## config.mk

```make
export PLATFORM = sky130hd
export DESIGN_NAME = validador_jugadas
export DESIGN_NICKNAME = d
export VERILOG_FILES = /design/src/rtl/validador_jugadas.sv
export SDC_FILE = /design/constraint.sdc
export NUM_CORES = 1
export LEC_CHECK = 0
export BUFFER_PORTS_ARGS = -buffer_cell sky130_fd_sc_hd__buf_2
export CORE_UTILIZATION = 55
export DETAILED_ROUTE_END_ITERATION = 8
export PLACE_DENSITY_LB_ADDON = 0.1
export RECOVER_POWER = 50
export SLEW_MARGIN = 25
export SYNTH_ARGS = -nofsm -noshare
export SYNTH_HDL_FRONTEND = slang
export SYNTH_SLANG_ARGS = --single-unit
export TNS_END_PERCENT = 5
```

## constraint.sdc

```tcl
create_clock -name clk -period 3.1 [get_ports clk]
set_clock_uncertainty 0.1 [all_clocks]
set_input_delay 0 -clock clk [delete_from_list [all_inputs] [get_ports clk]]
set_output_delay 0 -clock clk [all_outputs]
set_load 0.02 [all_outputs]
```

## src/rtl/validador_jugadas.sv

```systemverilog
// Move validator for a two-player board game: checks each requested move, commits legal ones
// and counts fouls per player. Define TURNO_ESTRICTO_EN to enforce strict alternating turns.
module validador_jugadas #(
    parameter int unsigned CELDAS     = 9,
    parameter int unsigned MAX_FALTAS = 3,
    localparam int unsigned W         = $clog2(CELDAS),
    localparam int unsigned F         = $clog2(MAX_FALTAS + 1)
) (
    input  logic              clk,
    input  logic              rst,
    input  logic              jugadaValida,
    input  logic [W-1:0]      jugadaCelda,
    input  logic              jugadaJugador,
    output logic              listo,
    output logic              aceptada,
    output logic              jugadaIlegal,
    output logic [2*CELDAS-1:0] tablero,
    output logic [F-1:0]      faltas1,
    output logic [F-1:0]      faltas2,
    output logic [1:0]        bloqueado,
    output logic              tableroLleno
);

    typedef enum logic [1:0] {ESPERA, VERIFICA, RESPUESTA, LLENO} estado_e;

    localparam logic [F-1:0] FaltasMax = F'(MAX_FALTAS);

    estado_e             estado_q, estado_d;
    logic [W-1:0]        celda_q, celda_d;
    logic                jugador_q, jugador_d;
    logic                acept_q, acept_d;
    logic                ilegal_q, ilegal_d;
    logic [2*CELDAS-1:0] tablero_q, tablero_d;
    logic [F-1:0]        faltas1_q, faltas1_d;
    logic [F-1:0]        faltas2_q, faltas2_d;
    logic                fuera, ocupada, es_ilegal, lleno;

`ifdef TURNO_ESTRICTO_EN
    logic turno_q, turno_d;
`endif

    // Verdict over the captured request; the index is range-checked before any cell lookup.
    always_comb begin
        fuera   = 32'(celda_q) >= CELDAS;
        ocupada = 1'b0;
        for (int unsigned i = 0; i < CELDAS; i++) begin
            if (32'(celda_q) == i) begin
                ocupada = tablero_q[2*i +: 2] != 2'b00;
            end
        end
        es_ilegal = fuera | ocupada | bloqueado[jugador_q];
`ifdef TURNO_ESTRICTO_EN
        es_ilegal = es_ilegal | (jugador_q != turno_q);
`endif
    end

    always_comb begin
        lleno = 1'b1;
        for (int unsigned i = 0; i < CELDAS; i++) begin
            lleno = lleno & (tablero_q[2*i +: 2] != 2'b00);
        end
    end

    always_comb begin
        estado_d  = estado_q;
        celda_d   = celda_q;
        jugador_d = jugador_q;
        acept_d   = 1'b0;
        ilegal_d  = 1'b0;
        tablero_d = tablero_q;
        faltas1_d = faltas1_q;
        faltas2_d = faltas2_q;
`ifdef TURNO_ESTRICTO_EN
        turno_d   = turno_q;
`endif
        case (estado_q)
            ESPERA: begin
                if (jugadaValida) begin
                    celda_d   = jugadaCelda;
                    jugador_d = jugadaJugador;
                    estado_d  = VERIFICA;
                end
            end
            VERIFICA: begin
                estado_d = RESPUESTA;
                if (es_ilegal) begin
                    ilegal_d = 1'b1;
                    if (jugador_q) begin
                        if (faltas2_q != FaltasMax) faltas2_d = faltas2_q + 1'b1;
                    end else begin
                        if (faltas1_q != FaltasMax) faltas1_d = faltas1_q + 1'b1;
                    end
                end else begin
                    acept_d = 1'b1;
                    for (int unsigned i = 0; i < CELDAS; i++) begin
                        if (32'(celda_q) == i) begin
                            tablero_d[2*i +: 2] = jugador_q ? 2'b10 : 2'b01;
                        end
                    end
`ifdef TURNO_ESTRICTO_EN
                    turno_d = ~turno_q;
`endif
                end
            end
            RESPUESTA: begin
                estado_d = lleno ? LLENO : ESPERA;
            end
            LLENO: begin
                estado_d = LLENO;
            end
            default: begin
                estado_d = ESPERA;
            end
        endcase
    end

    always_ff @(posedge clk) begin
        if (rst) begin
            estado_q  <= ESPERA;
            celda_q   <= '0;
            jugador_q <= 1'b0;
            acept_q   <= 1'b0;
            ilegal_q  <= 1'b0;
            tablero_q <= '0;
            faltas1_q <= '0;
            faltas2_q <= '0;
`ifdef TURNO_ESTRICTO_EN
            turno_q   <= 1'b0;
`endif
        end else begin
            estado_q  <= estado_d;
            celda_q   <= celda_d;
            jugador_q <= jugador_d;
            acept_q   <= acept_d;
            ilegal_q  <= ilegal_d;
            tablero_q <= tablero_d;
            faltas1_q <= faltas1_d;
            faltas2_q <= faltas2_d;
`ifdef TURNO_ESTRICTO_EN
            turno_q   <= turno_d;
`endif
        end
    end

    assign listo        = estado_q == ESPERA;
    assign aceptada     = acept_q;
    assign jugadaIlegal = ilegal_q;
    assign tablero      = tablero_q;
    assign faltas1      = faltas1_q;
    assign faltas2      = faltas2_q;
    assign bloqueado    = {faltas2_q == FaltasMax, faltas1_q == FaltasMax};
    assign tableroLleno = lleno;

endmodule

```

==> results of run 1 <==
[kinds of logic after synthesis]
| group | count (synthesis) | synth area share (%) |
|---|---|---|
| buffers and inverters | 29 | 12.1 |
| multiplexers | 8 | 5.37 |
| AO/OA/AOI/OAI | 37 | 19.9 |
| AND/OR/NAND/NOR | 59 | 20.7 |
| adder cells (fa/ha/maj) | 2 | 1.63 |
| flip-flops | 31 | 40.3 |
[power by group]
group / leakage [nW] / internal [mW] / switching (mW) / total (mW)
sequential: 0.251 / 0.408 / 0.0151 / 0.423
combinational: 0.294 / 0.0435 / 0.0664 / 0.110
clock: 0.0386 / 0.133 / 0.133 / 0.267
total: 0.584 / 0.585 / 0.215 / 0.800
[per-layer routing]
metal	global-route usage (%)	vias to the layer above	wire length [um]
met2	40.2	40	1590
met3	5.74	5	171
met5	0	-	0
li1	-	668	-
met4	10.0	0	39
met1	32.6	635	1630
[layout make-up]
class / instances / area share, %
Inverter: 20 / 4.35
Clock buffer: 8 / 3.99
Sequential cell: 31 / 36.0
Tap cell: 30 / 2.18
Multi-Input combinational cell: 106 / 42.4
Timing Repair Buffer: 40 / 11.1
[sequential cells by signal, indices dropped and copies added (netlist names)]
| signal | flops |
|---|---|
| jugador_q | 1 |
| estado_q | 2 |
| tablero | 18 |
| jugadaIlegal | 1 |
| faltas1 | 2 |
| celda_q | 4 |
| aceptada | 1 |
| faltas2 | 2 |
[through the flow]
stage               instance area [um^2]  cells
floorplan                           1540    166
global placement                    1640    222
detailed placement                  1640    222
CTS                                 1760    235
global route                        1730    235
finish                              1730    235
[repair_timing]
| action | 4_1_cts | 5_1_grt |
|---|---|---|
| hold buffers | 5 | 0 |
| gates resized for setup | 0 | 0 |
| endpoints found under the hold margin | 5 | 0 |
[cell usage in the layout, fill, tap and decap left out, types with 2 or more instances in the layout]
cell type / count
a21oi_1: 3
buf_2: 8
clkbuf_1: 28
clkbuf_4: 5
clkbuf_8: 2
dfxtp_1: 31
dlygate4sd3_1: 5
ha_1: 2
inv_1: 20
mux2_2: 2
mux2i_1: 6
nand2_1: 6
nand2b_1: 9
nand3_1: 2
nor2_1: 19
nor2b_1: 2
nor3_1: 6
nor3b_1: 4
o21ai_0: 3
o22ai_1: 9
o32ai_1: 12
o41ai_1: 2
or2_2: 3
[worst reg2reg max path, delay by kind of cell, from the launching register on]
kind,cells,cell delay (ps)
compound gates,3,1180
flops,1,510
simple gates,2,290
[how the worst max path moves through the flow]
stage,end,depth (start not counted)
2_1_floorplan,estado_q[0],5
6_report,tablero[7],5
3_5_place_dp,tablero[7],5
5_1_grt,tablero[7],5
4_1_cts,tablero[7],5
3_3_place_gp,tablero[5],5
==> results.yml, run 1 <==
cells_and_area:
  areaGrowthSynthToFinish_pct: 12.1
  final_nets: 214
  fin_util_pct: 67.2
  antenna_cells: 0
  fillerInstances: 244
  layout-drive-gt1-share_pct: 13.2
  seq_area_um2: 621
  multiInputGateArea_um2: 732
sta:
  rsz0062_at_grt: "false"
  slew_violations: 0
  setup_slack_ps: 883
  finalSetupViolations: 0
  period_share_pct: 71.5
  fin_tns_setup_ps: 0
  fmax_mhz: 451
  worst_pin_slew_ps: 623
  hold_violations: 0
  period_minus_slack_ps: 2220
  slew_headroom_pct: 58.5
  timing.hold.ws_ps: 78.5
worst_setup_path:
  crit_arrival_ps: 2310
  cp_slowest_cell: "o311ai_0"
  critPathMaxFanout: 12
  rrSetupSlack_ps: 880
  max_stage_delay_ps: 530
  path_buf_inv: 0
  rr_endpoint: "tablero[7]"
  cpLargestDelayFamily: "compound AO/OA/AOI/OAI gates"
  r2r-start: "celda_q[1]"
  startpoint_type: "flop"
  r2r_cells: 5
  cp.required_ps: 3190
  cp-end-kind: "flop"
  crit_path_start: "celda_q[1]"
  path_cells: "nor3_1, o311ai_0, nand2_1, o21ai_2, o32ai_1"
  crit_type: "reg2reg"
clocking:
  htree_levels: 2
  post-cts-setup-buffers: 0
  numCtsBuffers: 5
  clock-sinks: 31
  clk_root_buffer_cell: "clkbuf_4"
  cts_buffer_depth: 2
  cts_tree: "yes"
  path_clk_slew_ps: 90
  clk_latency_ps: 330
global_route:
  antenna_found_initial: 0
  grt_pass1_wl_um: 5230
  track_usage_pct: 25.1
  grt_pass1_vias: 1165
  grt_max_degree: 40
  grt.overflow.total: 0
worst_hold_path:
  hold_start: "rst"
  hold_class: "in2reg"
  holdPathStages: 2
  hold_end: "jugador_q"
synthesis:
  synth_edf_count: 0
  synth_common_cells: "31 x dfxtp_1, 20 x inv_1, 19 x nor2_1, 12 x o32ai_1"
  seq_area_frac_synth_pct: 40.3
  yosys-top-cells-area: "dfxtp_1 40%, o32ai_1 6.8%, clkbuf_8 6.3%"
  syn_area_um2: 1540
  synth_most_common_cell: "dfxtp_1"
  syn_avg_cell_area_um2: 9.27
  yosysTopAreaCell: "dfxtp_1"
  ys_async_sr_fraction_pct: 0
  ys_warn_count: 0
  postSynthCellCount: 166
  synthFlopType: "dfxtp_1"
  synth_seq_cells: 31
  synth_nets: 176
  synthDistinctLibCells: 37
  synth_top_area_share_pct: 40.3
run:
  cap_violations: 0
power:
  powerDensity_nw_per_um2: 464
  finalPower_mw: 0.800
  p_leak_nw: 0.584
  ir_worst_vdd_uv: 403
drt:
  routed_wl_um: 3430
  drtIter0Drc: 21
  avgViaCountPerCell: 5.74
  via_count: 1348
  ant_nets: 0
  wire_per_inst_um: 14.6
  drc_errors: 0
  first_pass_iters: 4
placed_design:
  pre_cts_slack_ps: 899
  dp_hpwl_um: 2470
  io_buffers: 35
  place.gp.congestion: 0.875
floorplan:
  die_area_um2: 3010
  row_count: 18
  start_util_pct: 59.9
  core_um2: 2570
  io_pins: 36
  die_h_um: 54.9
  die_w_um: 54.9
outcome:
  status: "complete, no violations"
No activity file was read; power rests on OpenSTA's default activity.
==> run 2, diff against run 1 <==
Settings changed: ABC_AREA from default to 1, CORE_UTILIZATION 55 to 47.
Clock period 3.1 ns to 1.95 ns, I/O delays scaled along.
==> run 2 against run 1 <==
Net effect:
- the flow now finishes with violations (design-rule violations)
- final area increased by 3.4%
- non-clock buffer count up 2
- critical endpoint is now faltas2[1]
- die area grew 11%
- clock-buffer cell count did not move
- hold slack worse by 30 ps
- setup slack worse by 730 ps
- fmax grew 23%
- largest cell class unchanged
- global-route usage shrank 3.5 points
- total power grew 62%
- sequential power rose by 60%
- register-to-register slack worse by 730 ps
- via count rose by 6.7%
==> results.yml, run 2 <==
outcome:
  status: "finished, violations left"
  failed_checks: "design-rule violations"
worst_setup_path:
  max_stage_delay_ps: 370
  path_cells: "nor2_2, inv_1, nor2_1, o21ai_0, nand4_1, nand2_1, nand2_2, nand2_4, nor2_4, nand3_2, nand2_1, nand2_1, nor2_1"
  startpoint_type: "flop"
  crit_type: "reg2reg"
  path_buf_inv: 1
  crit_arrival_ps: 1980
  cp.required_ps: 2130
  cpLargestDelayFamily: "simple AND/OR/NAND/NOR gates"
  crit_top_cell: "nand2_1"
  critPathMaxFanout: 10
  cp_slowest_cell: "dfxtp_2"
  cp-end-kind: "flop"
clocking:
  post-cts-setup-buffers: 0
  cts_buffer_depth: 2
  cts_tree: "yes"
  numCtsBuffers: 5
  clk_latency_ps: 330
  clock-sinks: 31
  clk_root_buffer_cell: "clkbuf_4"
  path_clk_slew_ps: 100
  htree_levels: 2
global_route:
  grt_max_degree: 17
  grt_pass1_vias: 1285
  top_usage_layer: "met2"
  grt_pass1_wl_um: 5510
  track_usage_pct: 21.6
  grt_util_met3_pct: 6.92
  grt.overflow.total: 0
  antenna_found_initial: 0
  use_met2_pct: 32.2
  grt_util_met1_pct: 29.6
floorplan:
  core_um2: 2850
  row_count: 19
  die_area_um2: 3340
  die_w_um: 57.8
  die_h_um: 57.8
  io_pins: 36
  start_util_pct: 51.3
synthesis:
  postSynthCellCount: 219
  synth_common_cells: "63 x nor2_1, 37 x nand2_1, 31 x dfxtp_1, 30 x inv_1, 12 x nand4_1"
  ys_async_sr_fraction_pct: 0
  synth_edf_count: 0
  synth_seq_cells: 31
  synth_top_area_share_pct: 42.4
  seq_area_frac_synth_pct: 42.4
  synthDistinctLibCells: 23
  yosys-top-cells-area: "dfxtp_1 42%, nor2_1 16%, nand2_1 9.5%"
  synthSimpleGateAreaFrac_pct: 39.0
  yosys.area_share.adder_pct: 1.71
  yosysTopAreaCell: "dfxtp_1"
  synth_xor_area_share_pct: 0
  yosys-mux-area-fraction_pct: 0
  ys_warn_count: 0
  synth_nets: 229
  synth_top_family_by_area: "simple AND/OR/NAND/NOR gates"
  synth_compound_area_share_pct: 6.93
  syn_avg_cell_area_um2: 6.68
  syn_area_um2: 1460
  synth_most_common_cell: "nor2_1"
  synthFlopType: "dfxtp_1"
power:
  p_leak_nw: 0.814
  ir_worst_vdd_uv: 500
  powerDensity_nw_per_um2: 725
worst_hold_path:
  hold_class: "in2reg"
placed_design:
  post_dp_cell_area_um2: 1670
  place.gp.congestion: 0.892
  place_inst: 280
  io_buffers: 35
  dp_hpwl_um: 2280
  pre_cts_slack_ps: 147
sta:
  worst_pin_slew_ps: 765
  fmax_mhz: 556
  hold_violations: 0
  slew_headroom_pct: 49.0
  period_share_pct: 92.3
  finalSetupViolations: 0
  setup_slack_ps: 150
  slew_violations: 0
  period_minus_slack_ps: 1800
cells_and_area:
  largest_reg_flops: 18
  areaGrowthSynthToFinish_pct: 22.0
  layout-drive-gt1-share_pct: 12.5
  stdcell_count: 294
  fillerInstances: 293
  antenna_cells: 0
  final_nets: 272
  final_common_cell: "nor2_1"
  final_cell_area_um2: 1780
  final_cell_mix: "61 x nor2_1, 36 x nand2_1, 29 x dfxtp_1, 29 x clkbuf_1, 28 x inv_1"
drt:
  routed_wl_um: 3220
  first_pass_iters: 6
  ant_nets: 0
  drtIter0Drc: 47
  drc_errors: 2
  via_count: 1438
  avgViaCountPerCell: 4.89
  wire_per_inst_um: 10.9
run:
  cap_violations: 0
## run 2: cell count changes after synthesis, sizes merged, moves of 5 or more
cell | before | now
o22ai | 9 | 0
a21oi | 3 | 8
o32ai | 12 | 0
nor2 | 19 | 64
nand4 | 0 | 12
mux2i | 6 | 0
o21ai | 4 | 9
inv | 20 | 31
nand2 | 6 | 39
nand2b | 9 | 0
nand3 | 2 | 7
## run 2: where the power goes
group	leakage (nW)	internal, mW	switching (mW)	total [mW]
combinational	0.523	0.0580	0.129	0.187
sequential	0.252	0.655	0.0234	0.678
clock	0.0386	0.212	0.216	0.428
total	0.814	0.924	0.369	1.29
## run 2: worst reg2reg max path, stage by stage (launching register included)
cell and delay, ps:
dfxtp_2 370, nor2_2 130, inv_1 90, nor2_1 140, o21ai_0 120, nand4_1 100, nand2_1 60, nand2_2 80
nand2_4 100, nor2_4 150, nand3_2 100, nand2_1 80, nand2_1 40, nor2_1 90
## run 2: area by class of cell
class	instances	area (um^2)	share of cell area (%)
Sequential cell	31	623	34.9
Multi-Input combinational cell	150	726	40.7
Tap cell	31	38.8	2.17
Clock buffer	8	68.8	3.86
Inverter	32	120	6.73
Timing Repair Buffer	42	208	11.6
## run 2: cells by family (layout without fill, tap and decap cells)
| logic type | Yosys count | in the layout |
|---|---|---|
| adders and majority gates | 2 | 2 |
| and+or+nand+nor | 129 | 129 |
| DFF | 31 | 31 |
| buffers and inverters | 38 | 82 |
| AOI/OAI and AO/OA | 19 | 19 |
## run 2: final timing paths
path / startpoint / endpoint / slack, ps / depth (start not counted)
worst max-delay path: celda_q[1] / faltas2[1] / 150 / 13
worst min-delay path: jugadaValida / celda_q[2] / 50 / 3
worst max register to register: celda_q[1] / faltas2[1] / 150 / 13
worst min register to register: tablero[7] / tablero[7] / 400 / 2
## run 2: timing repair
item | 4_1_cts | 5_1_grt
setup endpoints to repair | 0 | 21
hold endpoints to repair | 19 | 0
resized for setup | 0 | 10
hold buffers | 6 | 0
## run 2: stage by stage
stage	hold WS [ps]	power (mW)	util, %	setup TNS (ps)
after CTS	45.9	1.29	62.9	0
after detailed placement	186	0.861	58.4	0
final	48.4	1.29	62.5	0
after global placement	180	0.860	58.4	0
after global routing	60.3	1.37	62.5	-35.9
after floorplan	91.3	0.816	-	0
## run 2: routing by layer
layer / vias to the layer above / wire length, um
met1: 615 / 1580
met4: 0 / 58
met2: 42 / 1430
li1: 773 / -
met5: - / 0
met3: 8 / 154
==> run 3, diff against run 2 <==
Settings changed: CELL_PAD_IN_SITES_DETAIL_PLACEMENT from default to 1, CELL_PAD_IN_SITES_GLOBAL_PLACEMENT from default to 1, CORE_UTILIZATION 47 to 32.
==> run 3 against run 2 <==
Net effect:
- the flow now finishes without violations
- highest routed layer unchanged
- die area rose by 45%
- global-route usage fell by 3.2 points
- hold slack got worse by 34 ps
- combinational power rose by 9%
==> results.yml, run 3 (synthesis results as in run 2) <==
cells_and_area:
  fillerInstances: 582
  final_cell_mix: "57 x nor2_1, 36 x nand2_1, 29 x dfxtp_1"
  final_nets: 276
  layout-drive-gt1-share_pct: 15.8
  antenna_cells: 0
  multiInputGateArea_um2: 727
  fin_util_pct: 42.2
  areaGrowthSynthToFinish_pct: 26.3
  seq_area_um2: 623
  largest_reg_flops: 18
  final_common_cell: "nor2_1"
drt:
  wire_per_inst_um: 13.0
  wl_met2_um: 2000
  drtIter0Drc: 56
  drc_errors: 0
  routed-wl-met3_um: 146
  routed_wl_um: 4110
  wl_met1_um: 1940
  highest_layer: "met4"
  first_pass_iters: 4
  via_count: 1514
  ant_nets: 0
  avgViaCountPerCell: 4.78
floorplan:
  core_um2: 4380
  die_w_um: 69.6
  row_count: 24
  io_pins: 36
  die_h_um: 69.6
  die_area_um2: 4840
  start_util_pct: 33.4
worst_hold_path:
  hold_class: "in2reg"
  hold_start: "rst"
  holdPathStages: 2
power:
  p_leak_nw: 0.843
  powerDensity_nw_per_um2: 728
  finalPower_mw: 1.35
  ir_worst_vdd_uv: 339
sta:
  finalSetupViolations: 0
  hold_violations: 0
  period_minus_slack_ps: 1820
  period_share_pct: 93.4
  slew_violations: 0
  fmax_mhz: 549
  slew_headroom_pct: 64.0
  fin_tns_setup_ps: 0
  worst_pin_slew_ps: 540
  timing.hold.ws_ps: 14.6
  rsz0062_at_grt: "true"
clocking:
  clk_root_buffer_cell: "clkbuf_8"
  path_clk_slew_ps: 60
  clock-sinks: 31
  numCtsBuffers: 5
  clk_latency_ps: 280
  cts_buffer_depth: 2
  cts_tree: "yes"
  htree_levels: 2
placed_design:
  dp_hpwl_um: 2970
  place.gp.congestion: 0.798
  io_buffers: 35
worst_setup_path:
  r2r_cells: 13
  cp.required_ps: 2060
  crit_arrival_ps: 1940
  critPathMaxFanout: 10
  r2r-start: "celda_q[3]"
  crit_path_start: "celda_q[3]"
  startpoint_type: "flop"
  cp-end-kind: "flop"
  crit_type: "reg2reg"
global_route:
  grt_max_degree: 17
  grt_pass1_vias: 1508
  grt_pass1_wl_um: 7130
  antenna_found_initial: 0
  track_usage_pct: 18.3
  grt.overflow.total: 0
run:
  cap_violations: 0
outcome:
  status: "complete, no violations"
run 3: final cells by class:
| class | instances | area share, % |
|---|---|---|
| Inverter | 32 | 6.50 |
| Clock buffer | 6 | 3.93 |
| Tap cell | 52 | 3.52 |
| Timing Repair Buffer | 46 | 13.0 |
| Sequential cell | 31 | 33.7 |
| Multi-Input combinational cell | 150 | 39.3 |
run 3: path summary, 6_finish.rpt:
check	endpoint	slack (ps)
setup / recovery	faltas2[1]	130
hold / removal	tablero[7]	10
hold reg to reg	tablero[7]	400
setup reg to reg	faltas2[1]	130
run 3: worst max-delay path, cell delays in order (launching register included):
cell,delay [ps]
dfxtp_1,340
inv_2,100
nand2_2,100
nor3_4,210
o21ai_1,110
nand2_1,70
inv_1,50
nand2_2,80
nand2_4,100
nor2_4,170
nand3_2,100
nand2_1,80
nand2_1,50
nor2_1,100
run 3: what timing repair did:
item	CTS	global route
hold endpoints to repair	5	0
setup endpoints to repair	0	23
gates resized for setup	0	13
setup buffers	0	3
hold buffers	5	0
run 3: report_power, final:
| group | internal (mW) | switching, mW | total, mW |
|---|---|---|---|
| clock network | 0.238 | 0.226 | 0.464 |
| logic | 0.0660 | 0.137 | 0.203 |
| registers | 0.655 | 0.0236 | 0.679 |
run 3: per-stage QoR:
step	worst slack, ps	cell area [um^2]	std cells
4_1_cts	51.5	1830	314
3_5_place_dp	80.8	1710	303
2_1_floorplan	225	1470	219
3_3_place_gp	60.6	1710	303
5_1_grt	-54.2	1850	317
6_report	129	1850	317
run 3: layer usage:
layer | up-vias | global-route usage (%)
li1 | 778 | -
met4 | 0 | 4.08
met2 | 26 | 31.3
met3 | 4 | 4.07
met1 | 706 | 23.5
met5 | - | 0
